**config.mk**
```make
export PLATFORM = sky130hd
export DESIGN_NAME = lcd_spi_arbiter_flat
export DESIGN_NICKNAME = d
export VERILOG_FILES = /design/src/rtl/lcd_spi_arbiter_if.sv /design/src/rtl/lcd_spi_arbiter.sv /design/src/flat_wrapper.sv
export SDC_FILE = /design/constraint.sdc
export NUM_CORES = 1
export LEC_CHECK = 0
export ABC_AREA = 1
export CORE_MARGIN = 1.5
export CORE_UTILIZATION = 30
export DETAILED_ROUTE_END_ITERATION = 10
export SYNTH_ARGS = -nofsm -noshare
export SYNTH_HDL_FRONTEND = slang
export SYNTH_SLANG_ARGS = --single-unit
```
**constraint.sdc**
```tcl
create_clock -name clock -period 2.1 [get_ports clock]
set_clock_uncertainty 0.05 [all_clocks]
set_input_delay 0.315 -clock clock [delete_from_list [all_inputs] [get_ports clock]]
set_output_delay 0.315 -clock clock [all_outputs]
set_load 0.01 [all_outputs]
```
**src/rtl/lcd_spi_arbiter_if.sv**
```systemverilog
// Byte-stream bundle between the two LCD requesters, the arbiter and spi_master.
// Each requester presents valid/data/dc/last and sees ready; the arbiter presents
// start/data/dc to spi_master and sees the one-cycle spi_avail latch pulse.
interface lcd_spi_arbiter_if;
   logic       r0_valid;
   logic [7:0] r0_data;
   logic       r0_dc;
   logic       r0_last;
   logic       r0_ready;

   logic       r1_valid;
   logic [7:0] r1_data;
   logic       r1_dc;
   logic       r1_last;
   logic       r1_ready;

   logic       spi_start;
   logic [7:0] spi_data;
   logic       spi_dc;
   logic       spi_avail;

   // Arbiter side: consumes requester bytes, drives the spi_master request.
   modport slave (
      input  r0_valid, r0_data, r0_dc, r0_last,
      output r0_ready,
      input  r1_valid, r1_data, r1_dc, r1_last,
      output r1_ready,
      output spi_start, spi_data, spi_dc,
      input  spi_avail
   );

   // Environment side: the two requesters and spi_master.
   modport master (
      output r0_valid, r0_data, r0_dc, r0_last,
      input  r0_ready,
      output r1_valid, r1_data, r1_dc, r1_last,
      input  r1_ready,
      input  spi_start, spi_data, spi_dc,
      output spi_avail
   );
endinterface

```
**src/rtl/lcd_spi_arbiter.sv**
```systemverilog
// Two-requester burst arbiter in front of the single PCD8544 spi_master.
// A grant lasts a whole burst (until the byte tagged last is latched by the
// master) so command/address and data bytes of one requester never interleave.
// A watchdog forces release if the owner stalls in LOAD or SEND.
module lcd_spi_arbiter #(
   parameter logic [15:0] TIMEOUT        = 16'd50000,
   parameter bit          PRIORITY_FIXED = 1'b0
) (
   input  logic              clock,
   input  logic              Reset,
   lcd_spi_arbiter_if.slave  bus,
   output logic [1:0]        gnt,
   output logic              active,
   output logic              err,
   output logic [15:0]       byte_cnt
);

   typedef enum logic [1:0] {IDLE, LOAD, SEND} state_t;

   state_t      state_q;
   logic        owner_q;
   logic        last_gnt_q;
   logic [1:0]  gnt_q;
   logic        active_q;
   logic        err_q;
   logic [15:0] byte_cnt_q;
   logic [15:0] wdog_q;
   logic [7:0]  hold_data_q;
   logic        hold_dc_q;
   logic        hold_last_q;
   logic        spi_start_q;

   logic        winner_d;
   logic        own_valid;
   logic [7:0]  own_data;
   logic        own_dc;
   logic        own_last;
   logic        accept;
   logic        wdog_expire;

   // Pick the IDLE winner and steer the current owner's byte stream.
   always_comb begin
      // NOTE: every signal gets a default first so no latch is inferred.
      winner_d  = 1'b0;
      own_valid = bus.r0_valid;
      own_data  = bus.r0_data;
      own_dc    = bus.r0_dc;
      own_last  = bus.r0_last;
      if (bus.r0_valid && bus.r1_valid) begin
         winner_d = PRIORITY_FIXED ? 1'b0 : ~last_gnt_q;
      end else begin
         winner_d = bus.r1_valid;
      end
      if (owner_q) begin
         own_valid = bus.r1_valid;
         own_data  = bus.r1_data;
         own_dc    = bus.r1_dc;
         own_last  = bus.r1_last;
      end
   end

   assign accept      = (state_q == LOAD) && own_valid;
   assign wdog_expire = (wdog_q == TIMEOUT - 16'd1);

   // Ready is combinational so a byte is taken in the same cycle LOAD is seen.
   assign bus.r0_ready = (state_q == LOAD) && !owner_q;
   assign bus.r1_ready = (state_q == LOAD) &&  owner_q;

   // Burst FSM with registered outputs, watchdog and byte counter.
   always_ff @(posedge clock or posedge Reset) begin
      if (Reset) begin
         state_q     <= IDLE;
         owner_q     <= 1'b0;
         last_gnt_q  <= 1'b1;
         gnt_q       <= 2'b00;
         active_q    <= 1'b0;
         err_q       <= 1'b0;
         byte_cnt_q  <= '0;
         wdog_q      <= '0;
         // NOTE: the hold registers are plain flops, not a memory, so they are reset with the rest.
         hold_data_q <= '0;
         hold_dc_q   <= 1'b0;
         hold_last_q <= 1'b0;
         spi_start_q <= 1'b0;
      end else begin
         // NOTE: non-blocking assignments so every branch reads the pre-edge state.
         case (state_q)
            IDLE: begin
               wdog_q <= '0;
               if (bus.r0_valid || bus.r1_valid) begin
                  owner_q  <= winner_d;
                  gnt_q    <= winner_d ? 2'b10 : 2'b01;
                  active_q <= 1'b1;
                  state_q  <= LOAD;
               end
            end
            LOAD: begin
               if (accept) begin
                  hold_data_q <= own_data;
                  hold_dc_q   <= own_dc;
                  hold_last_q <= own_last;
                  spi_start_q <= 1'b1;
                  wdog_q      <= '0;
                  state_q     <= SEND;
               end else if (wdog_expire) begin
                  err_q      <= 1'b1;
                  last_gnt_q <= owner_q;
                  gnt_q      <= 2'b00;
                  active_q   <= 1'b0;
                  wdog_q     <= '0;
                  state_q    <= IDLE;
               end else begin
                  wdog_q <= wdog_q + 16'd1;
               end
            end
            SEND: begin
               if (bus.spi_avail) begin
                  spi_start_q <= 1'b0;
                  byte_cnt_q  <= byte_cnt_q + 16'd1;
                  wdog_q      <= '0;
                  if (hold_last_q) begin
                     last_gnt_q <= owner_q;
                     gnt_q      <= 2'b00;
                     active_q   <= 1'b0;
                     state_q    <= IDLE;
                  end else begin
                     state_q <= LOAD;
                  end
               end else if (wdog_expire) begin
                  // The in-flight byte is dropped and not counted.
                  err_q       <= 1'b1;
                  spi_start_q <= 1'b0;
                  last_gnt_q  <= owner_q;
                  gnt_q       <= 2'b00;
                  active_q    <= 1'b0;
                  wdog_q      <= '0;
                  state_q     <= IDLE;
               end else begin
                  wdog_q <= wdog_q + 16'd1;
               end
            end
            default: begin
               state_q <= IDLE;
            end
         endcase
      end
   end

   assign bus.spi_start = spi_start_q;
   assign bus.spi_data  = hold_data_q;
   assign bus.spi_dc    = hold_dc_q;
   assign gnt           = gnt_q;
   assign active        = active_q;
   assign err           = err_q;
   assign byte_cnt      = byte_cnt_q;

endmodule

```
**src/flat_wrapper.sv**
```systemverilog
// flat-port wrapper written by rule: the top's interface ports become plain ports
module lcd_spi_arbiter_flat 
#(
   parameter logic [15:0] TIMEOUT        = 16'd50000,
   parameter bit          PRIORITY_FIXED = 1'b0
)
  (clock, Reset, gnt, active, err, byte_cnt, bus_r0_valid, bus_r0_data, bus_r0_dc, bus_r0_last, bus_r0_ready, bus_r1_valid, bus_r1_data, bus_r1_dc, bus_r1_last, bus_r1_ready, bus_spi_start, bus_spi_data, bus_spi_dc, bus_spi_avail);
  lcd_spi_arbiter_if bus_i ();
  input  logic clock;
  input  logic Reset;
  output logic [1:0] gnt;
  output logic active;
  output logic err;
  output logic [15:0] byte_cnt;
  input wire logic [$bits(bus_i.r0_valid)-1:0] bus_r0_valid;
  input wire logic [$bits(bus_i.r0_data)-1:0] bus_r0_data;
  input wire logic [$bits(bus_i.r0_dc)-1:0] bus_r0_dc;
  input wire logic [$bits(bus_i.r0_last)-1:0] bus_r0_last;
  output wire logic [$bits(bus_i.r0_ready)-1:0] bus_r0_ready;
  input wire logic [$bits(bus_i.r1_valid)-1:0] bus_r1_valid;
  input wire logic [$bits(bus_i.r1_data)-1:0] bus_r1_data;
  input wire logic [$bits(bus_i.r1_dc)-1:0] bus_r1_dc;
  input wire logic [$bits(bus_i.r1_last)-1:0] bus_r1_last;
  output wire logic [$bits(bus_i.r1_ready)-1:0] bus_r1_ready;
  output wire logic [$bits(bus_i.spi_start)-1:0] bus_spi_start;
  output wire logic [$bits(bus_i.spi_data)-1:0] bus_spi_data;
  output wire logic [$bits(bus_i.spi_dc)-1:0] bus_spi_dc;
  input wire logic [$bits(bus_i.spi_avail)-1:0] bus_spi_avail;
  assign bus_i.r0_valid = bus_r0_valid;
  assign bus_i.r0_data = bus_r0_data;
  assign bus_i.r0_dc = bus_r0_dc;
  assign bus_i.r0_last = bus_r0_last;
  assign bus_r0_ready = bus_i.r0_ready;
  assign bus_i.r1_valid = bus_r1_valid;
  assign bus_i.r1_data = bus_r1_data;
  assign bus_i.r1_dc = bus_r1_dc;
  assign bus_i.r1_last = bus_r1_last;
  assign bus_r1_ready = bus_i.r1_ready;
  assign bus_spi_start = bus_i.spi_start;
  assign bus_spi_data = bus_i.spi_data;
  assign bus_spi_dc = bus_i.spi_dc;
  assign bus_i.spi_avail = bus_spi_avail;
  lcd_spi_arbiter #(.TIMEOUT(TIMEOUT), .PRIORITY_FIXED(PRIORITY_FIXED)) u_core (.clock(clock), .Reset(Reset), .bus(bus_i), .gnt(gnt), .active(active), .err(err), .byte_cnt(byte_cnt));
endmodule
```
==> results.md <==
- Layout cells sized above 1: 6.31%
- Final instance area: 0.00358 mm2
- Vias in the first global route: 2,349
- Final Cycle Share: 94.1%
- Synth area leaders: dfrtp_1, nand2_1, nor2_1, inv_1, nand3_1
- Tot GR Track Use: 13.4%
- EDFF count, synth: 0
- First-pass GRT wire length: 10,800 um
- Largest net degree at the start of global routing: 40
- Top cell type's share of synthesized area: about 45%
- Peak Freq: 506 MHz
- Crit path required time: about 1.7 ns
- CTS tree: done
- Post-synthesis sequential area ratio: between 40% and 50%
- Die W: 98.9 um
- GPL Wtd Cong: 0.861
- MaxCap Viol Count: 0
- Area of the core: 0.00881 mm2
- Fraction of the mapped netlist area in simple logic gates: a little under a third
- Syn Inst Count: 367
- Clk Latency, worst-skew pair: 0.31 ns
- Root buffer cell: clkbuf_8
- Max Slew Vio Count: 0
- ANT nets after route: 0
- CTS max path bufs: 2
- Status: completed
- Worst slew pin tran: about 0.45 ns
- Antenna violations before repair: 0
- Mux cell area share after synthesis: less than 1%
- Final setup margin: 0.124 ns
- Sink Count: slightly above 50
- R2r startpoint: u_core.state_q[1]
- Post-synthesis async set-or-reset flop share: 100%
- Layout net count: 458
- # hold bufs at CTS: 0
- FF-to-FF path depth: 7
- H-tree depth: 2
- Mapped cell area: 0.00276 mm2
- Largest family of logic cells by synthesized area: simple AND/OR/NAND/NOR gates
- DR vias/cell: 4.51
- Crit path from: u_core.state_q[1]
- Final std cells w/o fill: 536
- Number of port buffers: between 50 and 60
- #FFs+latches synth: 51
- Via count: 2,419
- Gr ovfl total: 0
- DP Wirelength: 4630 um
- Ant. Diodes: 0
- Compound-Gate Fraction of Synth Area: ~6.0%
- Static leakage: 1.65 nW
- Synth Area in Adders: 2.72%
- Final setup viols: 0
- Starting Density: 31.4%
- CP Max Fanout: 5
- Post-Synth XOR/XNOR Area: ~5.1%
- Type of origin of the critical path: flop
- Setup TNS Final: 0 ns
- Peak VDD IR: just under 0.5 mV
- Area Growth Syn to Fin: 29.5%
- Crit path time final: 1.98 ns
- DRT iter0 DRCs: 65
- Hold_ws: 0.219 ns
- R2R setup slack: around 0.25 ns
- Final Util: between 40% and 50%
- YS warnings: 0
- Residual DRC: 0
- Setup WS pre-CTS: 0.215 ns
- Clock transition at path regs: 0.11 ns
- Hold Path Class: in2async
- Post-synth top cells: nand2_1, nor2_1, dfrtp_1
- I/O pin count: 57
- Arr. time, crit path: 1.61 ns
- Max transition margin: 69.7%
- Syn_area_per_cell: 7.52 um2
- Die Y: 98.9 um
- Largest area contributor in the netlist: dfrtp_1
- Top-count cell post-synth: nand2_1
- Top FF cell, synth: dfrtp_1
- Die Area: 0.00979 mm2
- Row cnt: 34
- Synth cell types: 29
- CTS buffer count: 5
- Synth Net Count: 398
- R2r endpoint: u_core.wdog_q[5]
- Crit. End Element: output pin
- Wire length per cell: about 11 um
- DR pass1 iterations: 4
- RSZ-0062 raised after global routing: no
- Total Wirelength: 6160 um
- Placed standard-cell area: roughly 0.0035 mm2
- Power density over the cells: ~940 mW/mm2
- Design Power: 3.36 mW
- Worst Path Class, Setup: reg2out
- DP Cell Count: 527
- Final hold vios: 0
## layout make-up
cell class	instances	area, um2
Timing Repair Buffer	62	621
Fill cell	921	5230
Inverter	42	158
Clock buffer	5	68.8
Multi-Input combinational cell	265	1290
Sequential cell	51	1280
Clock inverter	3	28.8
Tap cell	108	135
## registers in the layout, indices dropped and copies added (netlist names)
register / cells
u_core.owner_q: 1
u_core.err: 1
u_core.active: 1
u_core.state_q: 2
u_core.wdog_q: 16
u_core.last_gnt_q: 1
u_core.bus.spi_dc: 1
u_core.bus.spi_data: 8
u_core.hold_last_q: 1
u_core.gnt: 2
u_core.bus.spi_start: 1
u_core.byte_cnt: 16
## routing by layer
layer	wire length (um)	track usage, %	vias up
met2	2850	22.3	45
met3	277	3.40	5
met4	46	2.86	0
li1	-	-	1274
met5	0	0	-
met1	2990	17.8	1095
## how the worst max path moves through the flow
stage / end / slack, ns / depth (start not counted)
2_1_floorplan: u_core.active / 0.51 / 1
3_3_place_gp: u_core.byte_cnt[13] / 0.27 / 8
3_5_place_dp: u_core.byte_cnt[13] / 0.21 / 8
4_1_cts: bus_r0_ready / 0.03 / 5
5_1_grt: bus_r1_ready / 0.01 / 5
6_report: bus_r1_ready / 0.12 / 5
## power breakdown
part           internal, mW  switching, mW
Clock                 0.252          0.371
Sequential             1.19          0.158
Combinational         0.642          0.743
Total                  2.09           1.27
## cells in the final DEF, fill, tap and decap left out, types with 4 or more instances in the layout
cell type,Yosys,final
a21oi_1,4,4
nor2_1,57,57
xnor2_1,8,8
nor3_1,5,5
xor2_1,8,8
dfrtp_1,50,50
o21ai_0,9,9
a31oi_1,10,10
nand2_1,112,112
nand3_1,25,25
clkdlybuf4s50_1,0,55
ha_1,6,5
inv_1,41,40
nand4_1,9,9
buf_4,1,5
clkbuf_8,0,5
## critical path, stage by stage, from the launching register on
cell and delay [ns]:
dfrtp_1 0.39, inv_1 0.11, ha_4 0.16, nand2_1 0.05, inv_1 0.06, clkdlybuf4s50_1 0.52
## cells by family after synthesis
family                     after synthesis
AOI/OAI and AO/OA                       28
xor gates and xnor gates                16
buffers and inverters                   51
muxes                                    1
adders and majority gates                6
and+or+nand+nor                        214
DFF                                     51
## repair_timing
item | CTS | global route
setup buffers | 1 | 0
endpoints found under the setup margin | 2 | 2
gates resized for setup | 1 | 2
pin swaps | 0 | 0
Power figures use the tool's default switching activity.
